`src/rtl/sram_fifo_pkg.sv`:
```
// Shared constants and pointer-wrap helper for the SRAM-backed FIFO controller.
package sram_fifo_pkg;

  localparam int unsigned PREFETCH_DEPTH = 3;
  localparam int unsigned BUF_IDX_W      = 2;
  localparam int unsigned BUF_CNT_W      = 2;

  // Wraps at depth-1 explicitly so non-power-of-2 depths work.
  function automatic int unsigned next_ptr(input int unsigned ptr, input int unsigned depth);
    return (ptr == depth - 32'd1) ? 32'd0 : ptr + 32'd1;
  endfunction

endpackage

```
`src/rtl/sram_fifo_prefetch_buf.sv`:
```
// Small register queue that absorbs SRAM read data so the dequeue side sees zero latency.
module sram_fifo_prefetch_buf
  import sram_fifo_pkg::*;
#(
  parameter int unsigned DATA_WIDTH = 32
) (
  input  logic                  clock,
  input  logic                  reset,
  input  logic                  flush,
  input  logic                  push,
  input  logic [DATA_WIDTH-1:0] push_data,
  input  logic                  pop,
  output logic [BUF_CNT_W-1:0]  cnt,
  output logic [DATA_WIDTH-1:0] head_data
);

  logic [DATA_WIDTH-1:0] entries [PREFETCH_DEPTH];
  logic [BUF_IDX_W-1:0]  head;
  logic [BUF_IDX_W-1:0]  tail;

  // Flush returns the queue to its reset image, including cleared entries.
  always_ff @(posedge clock or posedge reset) begin
    if (reset) begin
      head <= '0;
      tail <= '0;
      cnt  <= '0;
      for (int i = 0; i < int'(PREFETCH_DEPTH); i++) entries[i] <= '0;
    end else if (flush) begin
      head <= '0;
      tail <= '0;
      cnt  <= '0;
      for (int i = 0; i < int'(PREFETCH_DEPTH); i++) entries[i] <= '0;
    end else begin
      if (push) begin
        entries[tail] <= push_data;
        tail          <= BUF_IDX_W'(next_ptr(32'(tail), PREFETCH_DEPTH));
      end
      if (pop) head <= BUF_IDX_W'(next_ptr(32'(head), PREFETCH_DEPTH));
      cnt <= cnt + BUF_CNT_W'(push) - BUF_CNT_W'(pop);
    end
  end

  assign head_data = entries[head];

endmodule

```
`src/rtl/sram_fifo_ctrl.sv`:
```
// FIFO controller driving a 1R1W SRAM, hiding its read latency behind a prefetch buffer.
module sram_fifo_ctrl
  import sram_fifo_pkg::*;
#(
  parameter int unsigned DEPTH      = 512,
  parameter int unsigned DATA_WIDTH = 32,
  parameter int unsigned ADDR_WIDTH = $clog2(DEPTH),
  parameter int unsigned CNT_WIDTH  = $clog2(DEPTH + 4)
) (
  input  logic                  clock,
  input  logic                  reset,
  input  logic                  flush,
  input  logic                  enq_valid,
  output logic                  enq_ready,
  input  logic [DATA_WIDTH-1:0] enq_bits,
  output logic                  deq_valid,
  input  logic                  deq_ready,
  output logic [DATA_WIDTH-1:0] deq_bits,
  output logic [CNT_WIDTH-1:0]  count,
  output logic                  mem_wr_enable,
  output logic [ADDR_WIDTH-1:0] mem_wr_addr,
  output logic [DATA_WIDTH-1:0] mem_wr_dataIn,
  output logic                  mem_rd_enable,
  output logic [ADDR_WIDTH-1:0] mem_rd_addr,
  input  logic [DATA_WIDTH-1:0] mem_rd_dataOut
);

  localparam int unsigned SCNT_W = $clog2(DEPTH + 1);

  logic [ADDR_WIDTH-1:0] wr_ptr;
  logic [ADDR_WIDTH-1:0] rd_ptr;
  logic [SCNT_W-1:0]     sram_cnt;
  logic                  inflight;
  logic [BUF_CNT_W-1:0]  buf_cnt;
  logic                  enq_fire;
  logic                  rd_issue;
  logic                  deq_fire;

  // Only registered state feeds the read strobe, so deq_ready/enq_valid never reach mem_rd_*.
  assign enq_ready = ~reset & ~flush & (sram_cnt < SCNT_W'(DEPTH));
  assign enq_fire  = enq_valid & enq_ready;
  assign rd_issue  = ~flush & (sram_cnt != '0)
                   & ((3'(buf_cnt) + 3'(inflight)) < 3'(PREFETCH_DEPTH));
  assign deq_valid = (buf_cnt != '0);
  assign deq_fire  = deq_valid & deq_ready & ~flush;
  assign count     = CNT_WIDTH'(sram_cnt) + CNT_WIDTH'(inflight) + CNT_WIDTH'(buf_cnt);

  assign mem_wr_enable = enq_fire;
  assign mem_wr_addr   = wr_ptr;
  assign mem_wr_dataIn = enq_bits;
  assign mem_rd_enable = rd_issue;
  assign mem_rd_addr   = rd_ptr;

  always_ff @(posedge clock or posedge reset) begin
    if (reset) begin
      wr_ptr   <= '0;
      rd_ptr   <= '0;
      sram_cnt <= '0;
      inflight <= 1'b0;
    end else if (flush) begin
      wr_ptr   <= '0;
      rd_ptr   <= '0;
      sram_cnt <= '0;
      inflight <= 1'b0;
    end else begin
      if (enq_fire) wr_ptr <= ADDR_WIDTH'(next_ptr(32'(wr_ptr), DEPTH));
      if (rd_issue) rd_ptr <= ADDR_WIDTH'(next_ptr(32'(rd_ptr), DEPTH));
      sram_cnt <= sram_cnt + SCNT_W'(enq_fire) - SCNT_W'(rd_issue);
      inflight <= rd_issue;
    end
  end

  // A read returning while flush is high is dropped by the buffer's flush priority.
  sram_fifo_prefetch_buf #(
    .DATA_WIDTH (DATA_WIDTH)
  ) u_prefetch_buf (
    .clock     (clock),
    .reset     (reset),
    .flush     (flush),
    .push      (inflight),
    .push_data (mem_rd_dataOut),
    .pop       (deq_fire),
    .cnt       (buf_cnt),
    .head_data (deq_bits)
  );

endmodule

```
`config.mk`:
```
export PLATFORM = sky130hd
export DESIGN_NAME = sram_fifo_ctrl
export DESIGN_NICKNAME = d
export VERILOG_FILES = /design/src/rtl/sram_fifo_pkg.sv /design/src/rtl/sram_fifo_prefetch_buf.sv /design/src/rtl/sram_fifo_ctrl.sv
export SDC_FILE = /design/constraint.sdc
export NUM_CORES = 1
export LEC_CHECK = 0
export CORE_ASPECT_RATIO = 1.1
export CORE_UTILIZATION = 50
export DETAILED_ROUTE_END_ITERATION = 10
export PLACE_DENSITY = 0.89
export SLEW_MARGIN = 20
export SYNTH_ARGS = -nofsm -noshare
export SYNTH_HDL_FRONTEND = slang
export SYNTH_SLANG_ARGS = --single-unit
```
`constraint.sdc`:
```
create_clock -name clock -period 4.6 [get_ports clock]
set_clock_uncertainty 0.05 [all_clocks]
set_input_delay 0.46 -clock clock [delete_from_list [all_inputs] [get_ports clock]]
set_output_delay 0.46 -clock clock [all_outputs]
set_load 0.02 [all_outputs]
```
==> results_dict.tcl, run 1 <==
set metrics [dict create \
    required_ns 4.84 \
    ys_seq_area_share_pct 49.5 \
    ioPinCount 165 \
    wire_per_inst_um 19.7 \
    synth_enable_flop_cells 0 \
    firstDrtPassIters 8 \
    cts_sinks 131 \
    rr_startpoint "sram_cnt[5]" \
    ys_seq_elements 131 \
    h-tree-depth 4 \
    die_h_um 123 \
    syn_area_sq_um 6630 \
    worst_hold_startpoint "u_prefetch_buf.entries[85]" \
    critPathSlowestCell "o31ai_2" \
    finalMaxSlewViolations 0 \
    ctsHoldBuffers 0 \
    fp-row-count 43 \
    gp_congestion 0.904 \
    hold_class "reg2reg" \
    yosysTopAreaCellShare_pct 49.5 \
    layout_worst_path_cycle_share_pct 75.7 \
    syn-num-nets 719 \
    critPathBufInv 2 \
    cts_tree "done" \
    clk_pin_slew_ns 0.06 \
    ys_warn_count 0 \
    clkLatencyLatePin_ns 0.42 \
    placed_cell_area_sq_um 7530 \
    initial_core_util_pct 52.0 \
    rsz0062_at_grt "no" \
    timing.fmax_mhz 287 \
    drive_gt1_share_pct 8.38 \
    grt_antenna_before_repair 0 \
    synth_area_leader_cell "dfrtp_1" \
    die_x_um 112 \
    pre_cts_ws_ns 1.11 \
    ir_drop_mv 0.502 \
    clock_path_buffers 2 \
    powerDensity_nw_per_um2 577 \
    crit_chain "inv_1 > ha_1 > nand4_1 > o31ai_2 > nor2_1 > ha_1 > inv_1 > ha_1 > fa_1 > a21oi_1 > nor3b_1 > o31ai_1 > xor2_1 > nor2_1" \
    cp-start-kind "flop" \
    criticalPathCategory "reg2reg" \
    setup_ws_ns 1.12 \
    worst-path-max-fanout 6 \
    p_leak_nw 3.64 \
    ys.flop_type "dfrtp_1" \
    fin_tns_setup_ns 0 \
    drt-initial-drc-count 450 \
    via_per_inst 6.09 \
    port_buffers 100 \
    routed_wl_um 16700 \
    vias 5172 \
    crit_top_cell "ha_1" \
    slowest_delay_ns 0.53 \
    p_total_mw 4.69 \
    tightestPinTransition_ns 1.10 \
    crit_path_start "sram_cnt[5]" \
    outcome "finished with violations" \
    final_area_sq_um 8130 \
    crit_family "compound AO/OA/AOI/OAI gates" \
    grt_max_degree 73 \
    overflow 0 \
    postSynthCellCount 618 \
    post-route-util_pct 63.7 \
    core_sq_um 12800 \
    drv_cap 0 \
    hold_viol_final 0 \
    hpwl_um 10400 \
    setup_violations 0 \
    die_area_sq_um 13700 \
    drc 11 \
    grt_use_total_pct 25.0 \
    slew-limit-headroom_pct 26.7 \
    violations "DRC" \
    root_buffer "clkbuf_16" \
    cts_resized 0 \
    yosysUniqueCellTypes 37 \
    cts_buffers 17 \
    crit_path_end_kind "flop" \
    synth_area_leaders "dfrtp_1, a22o_1, ha_1" \
    async_flop_share_pct 100 \
    avgSynthCellArea_sq_um 10.7 \
    n_antenna_cell 0 \
    area_growth_pct 22.6 \
    nets 780 \
    postRouteAntennaNets 0 \
    grt_pass1_vias 5310 \
    layout_min_cycle_time_ns 3.48 \
    grt_pass1_wl_um 26700 \
    postCtsSetupRepairBufs 0 \
    worstPathArrival_ns 3.73 \
]
[cells in the mapped netlist (all sizes together) (14+ instances only)]
| library cell | count |
|---|---|
| dfrtp | 131 |
| a22o | 99 |
| buf | 51 |
| nand2 | 48 |
| o21ai | 38 |
| mux2i | 33 |
| nor2 | 32 |
| ha | 29 |
| a21oi | 26 |
| inv | 26 |
| clkbuf | 18 |
| xnor2 | 14 |
[state kept, by name (all words and copies together) (netlist names)]
register,cells
u_prefetch_buf.entries,96
sram_cnt,10
mem_rd_addr,9
mem_wr_addr,9
u_prefetch_buf.cnt,2
u_prefetch_buf.head,2
u_prefetch_buf.tail,2
inflight,1
[stage by stage]
stage	cells	hold slack, ns
finish	849	0.451
global route	849	0.455
CTS	849	0.452
detailed placement	817	0.433
global placement	817	0.431
floorplan	618	0.415
[logic make-up after synthesis]
kind of cell               synth area share (%)
buffers and inverters                      7.82
and+or+nand+nor                            9.31
xor gates and xnor gates                   2.51
AOI/OAI and AO/OA                          19.4
muxes                                      5.15
adders and majority gates                  6.38
DFF                                        49.5
[area by class of cell]
class	count	area, sq um
clock buffers	20	467
clock inverters	12	129
fillers	956	4620
inverters	26	100
multi-input cells	392	2870
flip-flops and latches	131	3280
well taps	157	196
repair buffers	111	1080
[final timing paths]
check | to | slack [ns] | depth (start not counted)
setup / recovery | sram_cnt[8] | 1.12 | 14
setup reg to reg | sram_cnt[8] | 1.12 | 14
min in group asynchronous | sram_cnt[1] | 0.61 | 2
hold reg to reg | u_prefetch_buf.entries[85] | 0.45 | 1
hold / removal | u_prefetch_buf.entries[85] | 0.45 | 1
max in group asynchronous | u_prefetch_buf.entries[17] | 2.89 | 3
[routing by layer]
metal	up-vias	global-route usage [%]	wire, um
met1	2622	30.5	6940
met5	-	0	0
met3	39	6.32	957
met4	0	12.8	439
met2	211	41.6	8360
li1	2300	-	-
[power breakdown]
part	switching [mW]	internal [mW]	leakage (nW)
clock	0.512	0.840	0.289
sequential	0.159	1.34	1.79
combinational	1.04	0.805	1.56
total	1.71	2.98	3.64
[cell usage in the layout, fill, tap and decap left out, types with 24 or more instances in the layout]
master / instances
clkdlybuf4s50_1: 100
o21ai_0: 38
a21oi_1: 26
a22o_1: 99
mux2i_1: 33
inv_1: 24
ha_1: 29
dfrtp_1: 130
nor2_1: 30
nand2_1: 48
Note: power is estimated with default switching activity, not from simulation.
==> inputs of run 2 (changes only) <==
- clock period: 4.6 -> 3.22 ns (I/O delays scaled with it)
==> run 2 against run 1 <==
Effect of this change: the run still ends with DRC left; non-clock buffer count is 13 higher; count of clock-buffer cells in the layout increased by 4; core utilization increased by 0.86 points; combinational power up 50%; via count down 0.21%; global-route usage is 0.21 points higher; hold slack worse by 0.21 ns; sequential share of layout area fell by 0.52 points; flip-flop and latch count unchanged; routed wire length down 0.23%; cell area up 1.4%; first-iteration DRC count grew 14%.
==> results_dict.tcl, run 2 (synthesis results as in run 1) <==
set metrics [dict create \
    clk_pin_slew_ns 0.06 \
    via_per_inst 5.99 \
    postRouteAntennaNets 0 \
    slew-limit-headroom_pct 51.4 \
    cts_buffers 17 \
    n_antenna_cell 0 \
    vias 5161 \
    worstPathArrival_ns 3.30 \
    wire_per_inst_um 19.3 \
    drt-initial-drc-count 511 \
    area_growth_pct 24.3 \
    root_buffer "clkbuf_16" \
    ir_drop_mv 0.936 \
    setup_ws_ns 0.152 \
    largest_reg_flops 96 \
    ff_latch_area_sq_um 3280 \
    use_met1_pct 32.5 \
    clock_path_buffers 2 \
    grt_max_degree 124 \
    use_met2_pct 41.5 \
    setup_violations 0 \
    regMostFlops "u_prefetch_buf.entries" \
    layout_min_cycle_time_ns 3.07 \
    dp_cells 828 \
    cts_tree "done" \
    tightestPinTransition_ns 0.729 \
    crit_path_end_kind "flop" \
    p_total_mw 6.70 \
    drive_gt1_share_pct 10.6 \
    h-tree-depth 4 \
    final_area_sq_um 8240 \
    p_leak_nw 3.74 \
    powerDensity_nw_per_um2 813 \
    die_h_um 123 \
    initial_core_util_pct 52.0 \
    criticalPathCategory "reg2reg" \
    gp_congestion 0.891 \
    clkLatencyLatePin_ns 0.41 \
    grt_pass1_wl_um 27000 \
    overflow 0 \
    required_ns 3.45 \
    stdcell_count 862 \
    grt_use_met3_pct 7.01 \
    die_x_um 112 \
    firstDrtPassIters 8 \
    layout_worst_path_cycle_share_pct 95.3 \
    busiest_layer "met2" \
    grt_pass1_vias 5350 \
    timing.fmax_mhz 326 \
    violations "DRC" \
    multi_input_comb_area_sq_um 2880 \
    rr_worst_depth 14 \
    placed_cell_area_sq_um 7640 \
    final.fill_count 951 \
    grt_antenna_before_repair 0 \
    die_area_sq_um 13700 \
    drc 12 \
    finalMaxSlewViolations 0 \
    pre_cts_ws_ns 0.0968 \
    crit_path_start "sram_cnt[3]" \
    port_buffers 100 \
    nets 793 \
    top_regs "u_prefetch_buf.entries: 96 flops, sram_cnt: 10 flops" \
    rsz0062_at_grt "yes" \
    outcome "finished with violations" \
    routed_wl_um 16700 \
    hold_class "in2async" \
    drv_cap 0 \
    ioPinCount 165 \
    grt_use_total_pct 25.3 \
    fp-row-count 43 \
    rr_startpoint "sram_cnt[3]" \
    core_sq_um 12800 \
    hold_viol_final 0 \
    cp-start-kind "flop" \
    layout_commonest_cell "dfrtp_1" \
    ctsHoldBuffers 0 \
    hold_ws_ns 0.241 \
    worst-path-max-fanout 4 \
    hpwl_um 10800 \
    mostFrequentLayoutCells "dfrtp_1, a22o_1, clkdlybuf4s50_1" \
    cts_sinks 131 \
]
==> run 2: worst paths after layout <==
| path | to | slack [ns] |
|---|---|---|
| setup / recovery | sram_cnt[8] | 0.15 |
| hold / removal | mem_wr_addr[8] | 0.24 |
| setup reg to reg | sram_cnt[8] | 0.15 |
| hold reg to reg | u_prefetch_buf.entries[66] | 0.45 |
| max in group asynchronous | sram_cnt[6] | 1.95 |
| min in group clock | u_prefetch_buf.entries[66] | 0.45 |
==> run 2: through the flow <==
step                setup TNS, ns  util [%]
global route              -0.0210      64.6
detailed placement              0      59.9
finish                          0      64.6
global placement                0      59.9
floorplan                       0         -
CTS                             0      64.3
==> run 2: power by group <==
group / internal [mW] / switching [mW] / leakage (nW)
Clock: 1.12 / 0.687 / 0.267
Sequential: 1.91 / 0.214 / 1.79
Combinational: 1.23 / 1.54 / 1.69
Total: 4.26 / 2.44 / 3.74
==> run 2: area by class of cell <==
| class | count | area share, % |
|---|---|---|
| tap | 157 | 2.38 |
| timing repair buffer | 124 | 14.8 |
| clock inverter | 8 | 0.927 |
| clock buffer | 24 | 5.85 |
| inverter | 26 | 1.23 |
| sequential | 131 | 39.8 |
| multi-input combinational | 392 | 35.0 |
==> run 2: critical path, stage by stage, from the launching register on <==
cell     delay (ns)
dfrtp_1        0.42
inv_2          0.10
ha_1           0.15
nand4_1        0.11
o31ai_2        0.30
nor2_2         0.08
ha_1           0.28
inv_1          0.04
ha_1           0.20
fa_2           0.38
a21oi_2        0.16
nor3b_1        0.08
o31ai_1        0.33
xor2_1         0.20
nor2_1         0.07
==> run 2: repair_timing <==
| item | CTS | global route |
|---|---|---|
| resized for setup | 0 | 12 |
| buffers inserted | 0 | 2 |
| setup endpoints to repair | 0 | 7 |
==> run 2: routing by layer <==
layer | vias up | share of wire (%)
met2 | 254 | 49
met4 | 0 | 1.2
li1 | 2319 | -
met3 | 19 | 7.2
met1 | 2569 | 43
met5 | - | 0
